`src/rtl/uart_rx.sv`:
```
// 8N1 UART receiver, LSB first, sampling each bit at its midpoint.
// Received bytes land in a one-entry holding register with a valid/read handshake.
module uart_rx #(
    parameter int unsigned BUS_CLK = 40_000_000,
    parameter int unsigned BAUD    = 9600
) (
    input  logic       clk,
    input  logic       rst_n,
    input  logic       rx,
    output logic [7:0] din,
    output logic       valid,
    input  logic       read,
    output logic       busy,
    output logic       frame_err,
    output logic       overrun
);

    localparam int unsigned DivCount = BUS_CLK / BAUD;
    localparam int unsigned Half     = DivCount / 2;
    localparam int unsigned CntW     = $clog2(DivCount);
    localparam logic [CntW-1:0] CntLast = CntW'(DivCount - 1);
    localparam logic [CntW-1:0] CntHalf = CntW'(Half - 1);

    typedef enum logic [2:0] {StIdle, StStart, StData, StStop, StWaitIdle} state_e;

    state_e          state_q, state_d;
    logic [CntW-1:0] cnt_q, cnt_d;
    logic [2:0]      bit_idx_q, bit_idx_d;
    logic [7:0]      shift_q, shift_d;
    logic [7:0]      din_q, din_d;
    logic            valid_q, valid_d;
    logic            frame_err_q, frame_err_d;
    logic            overrun_q, overrun_d;
    logic            rx_meta_q, rx_s_q, rx_prev_q;
    logic [1:0]      sync_fill_q;
    logic            cnt_last, cnt_half, deliver, stop_bad;

    assign cnt_last = (cnt_q == CntLast);
    assign cnt_half = (cnt_q == CntHalf);
    assign deliver  = (state_q == StStop) && cnt_last && rx_s_q;
    assign stop_bad = (state_q == StStop) && cnt_last && !rx_s_q;

    always_ff @(posedge clk) begin
        if (!rst_n) begin
            state_q <= StIdle;
        end else begin
            state_q <= state_d;
        end
    end

    always_comb begin
        state_d = state_q;
        case (state_q)
            StIdle:     if (rx_prev_q && !rx_s_q) state_d = StStart;
            StStart:    if (cnt_half) state_d = rx_s_q ? StIdle : StData;
            StData:     if (cnt_last && bit_idx_q == 3'd7) state_d = StStop;
            StStop:     if (cnt_last) state_d = rx_s_q ? StIdle : StWaitIdle;
            StWaitIdle: if (rx_s_q) state_d = StIdle;
            default:    state_d = StIdle;
        endcase
    end

    always_comb begin
        cnt_d       = cnt_q + 1'b1;
        bit_idx_d   = bit_idx_q;
        shift_d     = shift_q;
        din_d       = din_q;
        valid_d     = valid_q;
        frame_err_d = stop_bad;
        overrun_d   = deliver && valid_q && !read;
        if (state_d != state_q || state_q == StIdle || cnt_last) begin
            cnt_d = '0;
        end
        if (state_q != StData) begin
            bit_idx_d = 3'd0;
        end else if (cnt_last) begin
            bit_idx_d          = bit_idx_q + 3'd1;
            shift_d[bit_idx_q] = rx_s_q;
        end
        if (deliver) begin
            din_d   = shift_q;
            valid_d = 1'b1;
        end else if (read && valid_q) begin
            valid_d = 1'b0;
        end
    end

    always_ff @(posedge clk) begin
        if (!rst_n) begin
            cnt_q       <= '0;
            bit_idx_q   <= 3'd0;
            shift_q     <= 8'h00;
            din_q       <= 8'h00;
            valid_q     <= 1'b0;
            frame_err_q <= 1'b0;
            overrun_q   <= 1'b0;
            rx_meta_q   <= 1'b1;
            rx_s_q      <= 1'b1;
            rx_prev_q   <= 1'b0;
            sync_fill_q <= 2'b00;
        end else begin
            cnt_q       <= cnt_d;
            bit_idx_q   <= bit_idx_d;
            shift_q     <= shift_d;
            din_q       <= din_d;
            valid_q     <= valid_d;
            frame_err_q <= frame_err_d;
            overrun_q   <= overrun_d;
            rx_meta_q   <= rx;
            rx_s_q      <= rx_meta_q;
            sync_fill_q <= {sync_fill_q[0], 1'b1};
            // Ignore the synchroniser's reset-high values: only a real high line arms edge detect.
            rx_prev_q   <= sync_fill_q[1] & rx_s_q;
        end
    end

    always_comb begin
        busy      = (state_q != StIdle);
        din       = din_q;
        valid     = valid_q;
        frame_err = frame_err_q;
        overrun   = overrun_q;
    end

endmodule
```
`config.mk`:
```
export PLATFORM = sky130hd
export DESIGN_NAME = uart_rx
export DESIGN_NICKNAME = d
export VERILOG_FILES = /design/src/rtl/uart_rx.sv
export SDC_FILE = /design/constraint.sdc
export NUM_CORES = 1
export LEC_CHECK = 0
export CORE_ASPECT_RATIO = 0.75
export CORE_MARGIN = 3
export CORE_UTILIZATION = 25
export DETAILED_ROUTE_END_ITERATION = 10
export HOLD_SLACK_MARGIN = 0.02
export SETUP_SLACK_MARGIN = 0.3
export SYNTH_ARGS = -nofsm -noshare
export SYNTH_HDL_FRONTEND = slang
export SYNTH_SLANG_ARGS = --single-unit
export TNS_END_PERCENT = 10
```
`constraint.sdc`:
```
create_clock -name clk -period 2.6 [get_ports clk]
set_input_delay 0.52 -clock clk [delete_from_list [all_inputs] [get_ports clk]]
set_output_delay 0.52 -clock clk [all_outputs]
set_load 0.05 [all_outputs]
```
==> impl_metrics.csv, run 1 <==
group,metric,value,unit
status,status,"complete, no violations",
route,drcViolationCount,0,
synth,synthTopCellsByArea,"dfxtp_1, mux2i_1, nor3_1",
floorplanning,dieWidth,107.2,µm
route,detail-route-antenna-nets,0,
synth,yosys.area.top_type_share,0.4482,
synth,synth_seq_cells,43,
global_routing,antenna_found_initial,0,
timing,setup_violations,0,
route,viasPerCell,4.390,
timing,worst_pin_slew,0.9307,ns
timing,fin_crit_sh,0.8057,
clock_tree,cts_tree,"built",
finish,nFillCells,786,
timing,finalHoldViolCount,0,
min_path,hold_class,"flop to flop",
clock_tree,post-cts-setup-buffers,0,
finish,drive_above_1_share,0.06912,
synth,synth_largest_area_cell,"dfxtp_1",
finish,diodes,0,
synth,yosysWarnings,0,
run,maxCapViolCount,0,
timing,relSlewSlack,0.3753,
setup_path,crit_family,"flip-flops",
setup_path,path_max_fanout,13,
route,routed_wl,3503,µm
clock_tree,ctsRootBufferMaster,"clkbuf_8",
route,drt_iter0_markers,70,
route,vias,1396,
power,p_clk_frac,0.389,
clock_tree,numClockSinks,43,
clock_tree,clk_pin_slew,0.09,ns
power,pwr-share-comb,0.018,
floorplanning,start_util,0.2596,
finish,area_growth,16.68,%
placed_design,place.gp.congestion,0.7704,
power,ir_worst_vdd,0.0002121,V
setup_path,max_stage_delay,0.58,ns
floorplanning,num_rows,27,
synth,synthesis.area,0.001921,mm²
floorplanning,core_area,0.007398,mm²
floorplanning,io-pin-count,16,
clock_tree,post_cts_resized,1,
synth,synth.avg_cell_area,9.603,µm²
power,powerDensity,499.9,mW/mm²
setup_path,start_kind,"flop",
timing,clock.fmax,477.4,MHz
global_routing,grt_pass1_wl,6141,µm
power,p_total,1.120,mW
setup_path,endpoint_kind,"output pin",
setup_path,path_buf_inv,1,
global_routing,grt_usage,0.08702,
power,internal_power,0.8621,mW
timing,rsz0062_at_grt,"no",
synth,async_flop_share,0,
power,p_switching,0.2582,mW
setup_path,required,2.08,ns
synth,yosysUniqueCellTypes,41,
power,seqPwrFrac,0.593,
route,drt_pass1_iterations,4,
clock_tree,htreeDepth,2,
floorplanning,die-area,0.008781,mm²
clock_tree,cts_hold_buffers,0,
timing,setup_tns,0,ns
finish,nets,225,
floorplanning,fp.dieH,81.91,µm
synth,synth_cells,200,
placed_design,dp_hpwl,2536,µm
timing,layout_min_cycle_time,2.095,ns
clock_tree,clk_path_buf_depth,2,
power,leakagePower,0.7244,nW
clock_tree,cts_made_buffers,5,
synth,synth-seq-area-share,0.4482,
setup_path,arrival,1.57,ns
synth,synth_ff_type,"dfxtp_1",
global_routing,grt_max_degree,24,
synth,synthesis.nets,209,
setup_path,critPathKind,"flop to output pin",
timing,final_max_slew_viol_count,0,
global_routing,grt_pass1_vias,1297,
synth,synth_edf_count,0,
global_routing,grt_remaining_overflow,0,
placed_design,port-buffer-count,15,
setup_path,cpMaxStageDelayCell,"dfxtp_1",
clock_tree,worstSkewPairLatency,0.30,ns
timing,skew,0.008167,ns
route,wire_per_inst,11.02,µm
setup_path,path_cells,"or3_1 > dlygate4sd2_1",
power,p_sw_frac,0.2305,
registers in the layout, summed over array words and instances, names as in the netlist:
name	count
cnt_q	13
din	8
shift_q	8
bit_idx_q	3
state_q	3
sync_fill_q	2
frame_err	1
overrun	1
rx_meta_q	1
rx_prev_q	1
rx_s_q	1
valid	1
cell type report:
type | instances | area, µm² | area share
multi-input combinational | 143 | 974.7 | 0.4350
tap | 101 | 126.4 | 0.05639
clock buffer | 5 | 68.82 | 0.03071
clock inverter | 3 | 23.77 | 0.01061
sequential | 43 | 860.8 | 0.3841
inverter | 6 | 22.52 | 0.01005
timing repair buffer | 17 | 163.9 | 0.07314
placed cells by master (no fill, tap or decap), drive strengths merged, types with 3 or more instances in the layout:
cell           netlist  routed
clkbuf               2       5
inv                  6       7
nand2b               5       5
nor2b                3       3
mux2i               19      19
xnor2                8       8
or3                  3       3
ha                   5       5
nor2                13      13
clkdlybuf4s50        0      14
nand2               24      24
and3                 4       4
nor3                22      22
dfxtp               43      43
nand4                5       5
xor2                 4       4
nor4                 5       5
nand3                5       5
synth_stat cells, drive strengths merged (2+ instances only):
master / n
buf: 5
xnor2: 8
ha: 5
nand2b: 5
nand4: 5
nand3b: 2
mux2i: 19
nand2: 24
nor4: 5
and3: 4
nor2: 13
or3: 3
nor2b: 3
nor3: 22
dfxtp: 43
inv: 6
nand3: 5
clkbuf: 2
a21oi: 2
xor2: 4
kinds of logic after synthesis:
| family | count (synthesis) | synth area share |
|---|---|---|
| flops | 43 | 0.4482 |
| compound gates | 7 | 0.02606 |
| fa+ha+maj | 5 | 0.03257 |
| buf+inv | 14 | 0.04430 |
| simple gates | 100 | 0.2951 |
| mux | 19 | 0.09902 |
| xor+xnor | 12 | 0.05472 |
metrics by stage:
step	cell area, µm²	hold WS, ns	setup slack, ns	util	std cells
after floorplan	1921	0.3863	0.9293	-	200
after global placement	2150	0.3886	0.5762	0.2905	310
after detailed placement	2150	0.3940	0.5359	0.2905	310
after CTS	2241	0.4161	0.4976	0.3029	318
after global routing	2241	0.4441	0.3349	0.3029	318
final	2241	0.4127	0.5053	0.3029	318
routing by layer:
layer	global-route usage	wire length, µm	part of all wire
met5	0	0	0
met4	0.03831	64	0.018
met3	0.02514	108	0.031
met2	0.1161	1335	0.38
met1	0.1272	1994	0.57
worst paths after layout:
check | from | endpoint | slack [ns] | cells past startpoint
setup / recovery | state_q[0] | busy | 0.51 | 2
hold / removal | rx_meta_q | rx_s_q | 0.41 | 1
setup reg to reg | state_q[0] | cnt_q[6] | 0.53 | 4
hold reg to reg | rx_meta_q | rx_s_q | 0.41 | 1
power groups by stage:
stage / logic (mW) / registers, mW / clock network, mW
after floorplan: 0.0150 / 0.679 / 0
after global placement: 0.0207 / 0.680 / 0
after detailed placement: 0.0209 / 0.680 / 0
after CTS: 0.0208 / 0.664 / 0.453
after global routing: 0.0231 / 0.665 / 0.479
final: 0.0204 / 0.664 / 0.436
Note: power is estimated with default switching activity, not from simulation.
==> run 2, diff against run 1 <==
clock period = 2 ns   (was 2.6 ns; I/O delays follow)
==> run 2 against run 1 <==
Effect of this change:
- sequential power rose by 30%
- register-to-register slack got worse by 0.27 ns
- clock power rose by 81%
- non-clock buffer count rose by 9
- count of clock-buffer cells in the layout rose by 1
- first-iteration DRC count did not move
- sequential cell count did not move
- power rose by 50%
- clock skew fell by 0.0015 ns
- critical path type unchanged
- largest power group unchanged
==> impl_metrics.csv, run 2 (same netlist as run 1, synthesis figures left out) <==
group,metric,value,unit
status,status,"complete, no violations",
timing,clock.fmax,542.7,MHz
clock_tree,ctsRootBufferMaster,"clkbuf_8",
timing,final_max_slew_viol_count,0,
floorplanning,die-area,0.008781,mm²
placed_design,dp_hpwl,2555,µm
finish,nFillCells,770,
power,leakagePower,0.8140,nW
finish,multi_input_area,992.2,µm²
route,routed_wl,3670,µm
placed_design,placed_cell_area,0.002190,mm²
min_path,holdPathStages,1,
finish,area_growth,24.17,%
setup_path,max_stage_delay,0.81,ns
placed_design,dp_cells,314,
global_routing,grt_usage,0.08496,
setup_path,arrival,1.44,ns
timing,finalHoldViolCount,0,
route,drt_pass1_iterations,4,
placed_design,place_ws,0.1658,ns
setup_path,endpoint_kind,"output pin",
setup_path,path_buf_inv,1,
power,p_total,1.682,mW
floorplanning,io-pin-count,16,
clock_tree,numClockSinks,43,
finish,regArea,870.8,µm²
finish,fin_area,0.002385,mm²
timing,relSlewSlack,0.5876,
clock_tree,cts_tree,"built",
power,ir_worst_vdd,0.0003490,V
route,drt_iter0_markers,70,
route,detail-route-antenna-nets,0,
finish,drive_above_1_share,0.1416,
floorplanning,num_rows,27,
clock_tree,clk_path_buf_depth,2,
route,viasPerCell,4.346,
clock_tree,htreeDepth,2,
setup_path,path_max_fanout,1,
finish,layout_commonest_cell,"dfxtp_1",
floorplanning,fp.dieH,81.91,µm
floorplanning,dieWidth,107.2,µm
timing,worst_pin_slew,0.6185,ns
timing,setup_ws,0.1572,ns
timing,rsz0062_at_grt,"yes",
global_routing,antenna_found_initial,0,
setup_path,crit_family,"buffers and inverters",
finish,finalNonFillerCells,327,
setup_path,critPathKind,"flop to output pin",
route,drcViolationCount,0,
floorplanning,core_area,0.007398,mm²
min_path,hold_class,"flop to flop",
global_routing,grt_max_degree,23,
finish,layout_common_cells,"dfxtp_1, nand2_1, nor3_1",
timing,setup_violations,0,
finish,diodes,0,
clock_tree,clk_pin_slew,0.08,ns
global_routing,grt_pass1_vias,1237,
finish,largest_reg_flops,13,
timing,skew,0.006624,ns
global_routing,grt_remaining_overflow,0,
clock_tree,worstSkewPairLatency,0.29,ns
clock_tree,cts_made_buffers,5,
finish,nets,234,
setup_path,cp.depth,1,
setup_path,worstRegToRegCells,7,
setup_path,path_cells,"clkdlybuf4s50_1",
setup_path,required,1.60,ns
timing,layout_min_cycle_time,1.843,ns
floorplanning,start_util,0.2596,
global_routing,grt_pass1_wl,5878,µm
timing,setup_tns,0,ns
finish,final_util,0.3223,
run,maxCapViolCount,0,
placed_design,place.gp.congestion,0.7980,
timing,fin_crit_sh,0.9214,
route,vias,1421,
timing,fin_hold_ws,0.4092,ns
route,wire_per_inst,11.22,µm
setup_path,cpMaxStageDelayCell,"clkdlybuf4s50_1",
finish,largest-register,"cnt_q",
placed_design,port-buffer-count,15,
setup_path,start_kind,"flop",
power,powerDensity,705.2,mW/mm²
[run 2: changes by cell type in the layout (fill, tap and decap cells not counted), moves of 2 or more]
cell	delta
bufinv_16	+2
dfxtp_1	-4
dfxtp_2	+2
dlygate4sd2_1	+2
dfxtp_4	+2
clkinvlp_4	-2
buf_4	+7
clkdlybuf4s50_1	-3
[run 2: routing by layer]
| metal | global-route usage | wire [µm] |
|---|---|---|
| met1 | 0.1292 | 2028 |
| met5 | 0 | 0 |
| met4 | 0.03831 | 55 |
| met2 | 0.1042 | 1406 |
| met3 | 0.02749 | 180 |
[run 2: final timing paths]
check | start | end | slack [ns]
setup / recovery | frame_err | frame_err | 0.16
setup reg to reg | cnt_q[0] | cnt_q[12] | 0.26
hold / removal | rx_meta_q | rx_s_q | 0.41
hold reg to reg | rx_meta_q | rx_s_q | 0.41
[run 2: report_power, final]
group	internal, mW	switching, mW
logic	0.0131	0.0171
clock network	0.499	0.292
registers	0.858	0.00257
[run 2: timing repair]
item                                   in CTS  in global routing
gates cloned                                0                  1
hold buffers                                0                  0
endpoints found under the hold margin       0                  0
setup buffers                               0                  4
gates resized for setup                     3                 12
setup endpoints to repair                  35                 44
[run 2: area by class of cell]
type                            instances  area share
Clock buffer                            6     0.03043
Clock inverter                          2     0.02518
Inverter                                6    0.009444
Multi-Input combinational cell        143      0.4161
Sequential cell                        43      0.3652
Tap cell                              101     0.05299
Timing Repair Buffer                   26      0.1007
==> run 3, diff against run 2 <==
CTS_BUF_LIST = sky130_fd_sc_hd__clkbuf_8 sky130_fd_sc_hd__clkbuf_16   (was default)
MAX_ROUTING_LAYER = met4   (was default)
PLACE_DENSITY = 0.39   (was default)
==> run 3 against run 2 <==
Effect of this change:
- non-clock buffer count rose by 1
- register-to-register slack better by 0.04 ns
- die area is the same
- critical path type unchanged
- largest power group unchanged
==> impl_metrics.csv, run 3 (same netlist as run 1, synthesis figures left out) <==
group,metric,value,unit
status,status,"complete, no violations",
setup_path,start_kind,"flop",
clock_tree,cts_tree,"built",
min_path,whs_endpoint,"rx_s_q",
placed_design,place.gp.congestion,0.7833,
route,wire_per_inst,11.79,µm
timing,finalHoldViolCount,0,
finish,area_growth,22.28,%
timing,relSlewSlack,0.6673,
setup_path,crit_family,"buffers and inverters",
power,ir_worst_vdd,0.0002337,V
floorplanning,num_rows,27,
route,detail-route-antenna-nets,0,
clock_tree,cts_made_buffers,5,
power,p_clk_frac,0.375,
timing,rsz0062_at_grt,"yes",
clock_tree,worstSkewPairLatency,0.29,ns
min_path,hold_class,"flop to flop",
setup_path,r2r_start,"cnt_q[0]",
timing,fin_crit_sh,0.9180,
global_routing,grt_usage,0.09551,
route,vias,1428,
finish,layout_common_cells,"dfxtp_1, nand2_1, nor3_1",
power,p_sw_frac,0.2217,
finish,largest-register,"cnt_q",
finish,nets,235,
finish,drive_above_1_share,0.1278,
global_routing,antenna_found_initial,0,
global_routing,grt_pass1_vias,1264,
setup_path,endpoint_kind,"output pin",
finish,layout_commonest_cell,"dfxtp_1",
floorplanning,io-pin-count,16,
floorplanning,start_util,0.2596,
timing,final_max_slew_viol_count,0,
clock_tree,htreeDepth,2,
min_path,holdPathStages,1,
power,leakagePower,0.8172,nW
power,p_switching,0.3173,mW
global_routing,grt_max_degree,26,
route,routed_wl,3867,µm
route,drt_iter0_markers,70,
timing,setup_tns,0,ns
timing,skew,0.005843,ns
setup_path,worstRegToRegCells,7,
min_path,min_from,"rx_meta_q",
setup_path,max_stage_delay,0.80,ns
route,viasPerCell,4.354,
finish,diodes,0,
power,powerDensity,609.4,mW/mm²
power,seqPwrFrac,0.603,
floorplanning,die-area,0.008781,mm²
power,internal_power,1.114,mW
placed_design,dp_hpwl,2694,µm
setup_path,reg2reg_to,"cnt_q[11]",
clock_tree,numClockSinks,43,
global_routing,grt_pass1_wl,6313,µm
floorplanning,core_area,0.007398,mm²
timing,worst_pin_slew,0.4974,ns
floorplanning,fp.dieH,81.91,µm
timing,setup_violations,0,
clock_tree,ctsRootBufferMaster,"clkbuf_8",
setup_path,startpoint,"din[0]",
timing,layout_min_cycle_time,1.836,ns
timing,fin_hold_ws,0.4130,ns
clock_tree,clk_path_buf_depth,2,
setup_path,path_buf_inv,1,
finish,final_util,0.3174,
global_routing,grt_remaining_overflow,0,
route,drt_pass1_iterations,4,
run,maxCapViolCount,0,
setup_path,arrival,1.44,ns
route,drcViolationCount,0,
timing,clock.fmax,544.7,MHz
setup_path,critPathKind,"flop to output pin",
finish,nFillCells,764,
setup_path,path_cells,"clkdlybuf4s50_1",
power,pwr-share-comb,0.023,
setup_path,path_max_fanout,2,
finish,largest_reg_flops,13,
setup_path,cpMaxStageDelayCell,"clkdlybuf4s50_1",
finish,multi_input_area,975.9,µm²
floorplanning,dieWidth,107.2,µm
placed_design,port-buffer-count,15,
finish,regArea,864.6,µm²
clock_tree,clk_pin_slew,0.08,ns
setup_path,required,1.60,ns
setup_path,r2r_slack,0.30,ns
-- run 3: power by group through the flow --
| stage | sequential [mW] | combinational (mW) | clock [mW] |
|---|---|---|---|
| 6_report | 0.863 | 0.0324 | 0.536 |
| 5_1_grt | 0.864 | 0.0361 | 0.593 |
| 2_1_floorplan | 0.882 | 0.0194 | 0 |
| 3_3_place_gp | 0.883 | 0.0334 | 0 |
| 3_5_place_dp | 0.883 | 0.0333 | 0 |
| 4_1_cts | 0.863 | 0.0333 | 0.562 |
-- run 3: final cells by class --
type | count | share of cell area
sequential | 43 | 0.3681
clock inverter | 3 | 0.006926
tap | 101 | 0.05381
multi-input combinational | 143 | 0.4156
timing repair buffer | 27 | 0.1167
clock buffer | 5 | 0.02930
inverter | 6 | 0.009590
-- run 3: per-stage QoR --
| stage | instances | worst slack (ns) | total power, mW | cell area (µm²) |
|---|---|---|---|---|
| after global routing | 328 | 0.1076 | 1.493 | 2349 |
| after CTS | 323 | 0.1489 | 1.458 | 2303 |
| after floorplan | 200 | 0.3293 | 0.9018 | 1921 |
| after global placement | 315 | 0.2472 | 0.9167 | 2222 |
| final | 328 | 0.1640 | 1.431 | 2349 |
| after detailed placement | 315 | 0.1928 | 0.9163 | 2222 |
-- run 3: how the worst max path moves through the flow --
| stage | to | slack, ns | cells past startpoint |
|---|---|---|---|
| detailed placement | din[0] | 0.19 | 6 |
| floorplan | cnt_q[10] | 0.33 | 7 |
| CTS | din[6] | 0.15 | 1 |
| global placement | din[2] | 0.25 | 6 |
| finish | din[0] | 0.16 | 1 |
| global route | din[1] | 0.11 | 1 |
-- run 3: per-layer routing --
| metal | routed length, µm | part of all wire | global-route usage | vias to the layer above |
|---|---|---|---|---|
| li1 | - | - | - | 753 |
| met1 | 2273 | 0.59 | 0.1421 | 652 |
| met2 | 1427 | 0.37 | 0.1167 | 16 |
| met3 | 108 | 0.028 | 0.02671 | 7 |
| met4 | 58 | 0.015 | 0.03831 | 0 |
| met5 | 0 | 0 | - | - |
-- run 3: worst register-to-register path, cell delays in order (launching register included) --
cell	delay, ns
dfxtp_2	0.36
inv_1	0.06
ha_1	0.14
nand4b_1	0.11
or4_1	0.51
a21oi_2	0.17
buf_4	0.18
nor3_1	0.07
-- run 3: timing repair --
item | CTS | global route
pin swaps | 0 | 1
resized for setup | 3 | 5
setup endpoints to repair | 37 | 41
buffers inserted | 0 | 5
hold buffers | 0 | 0
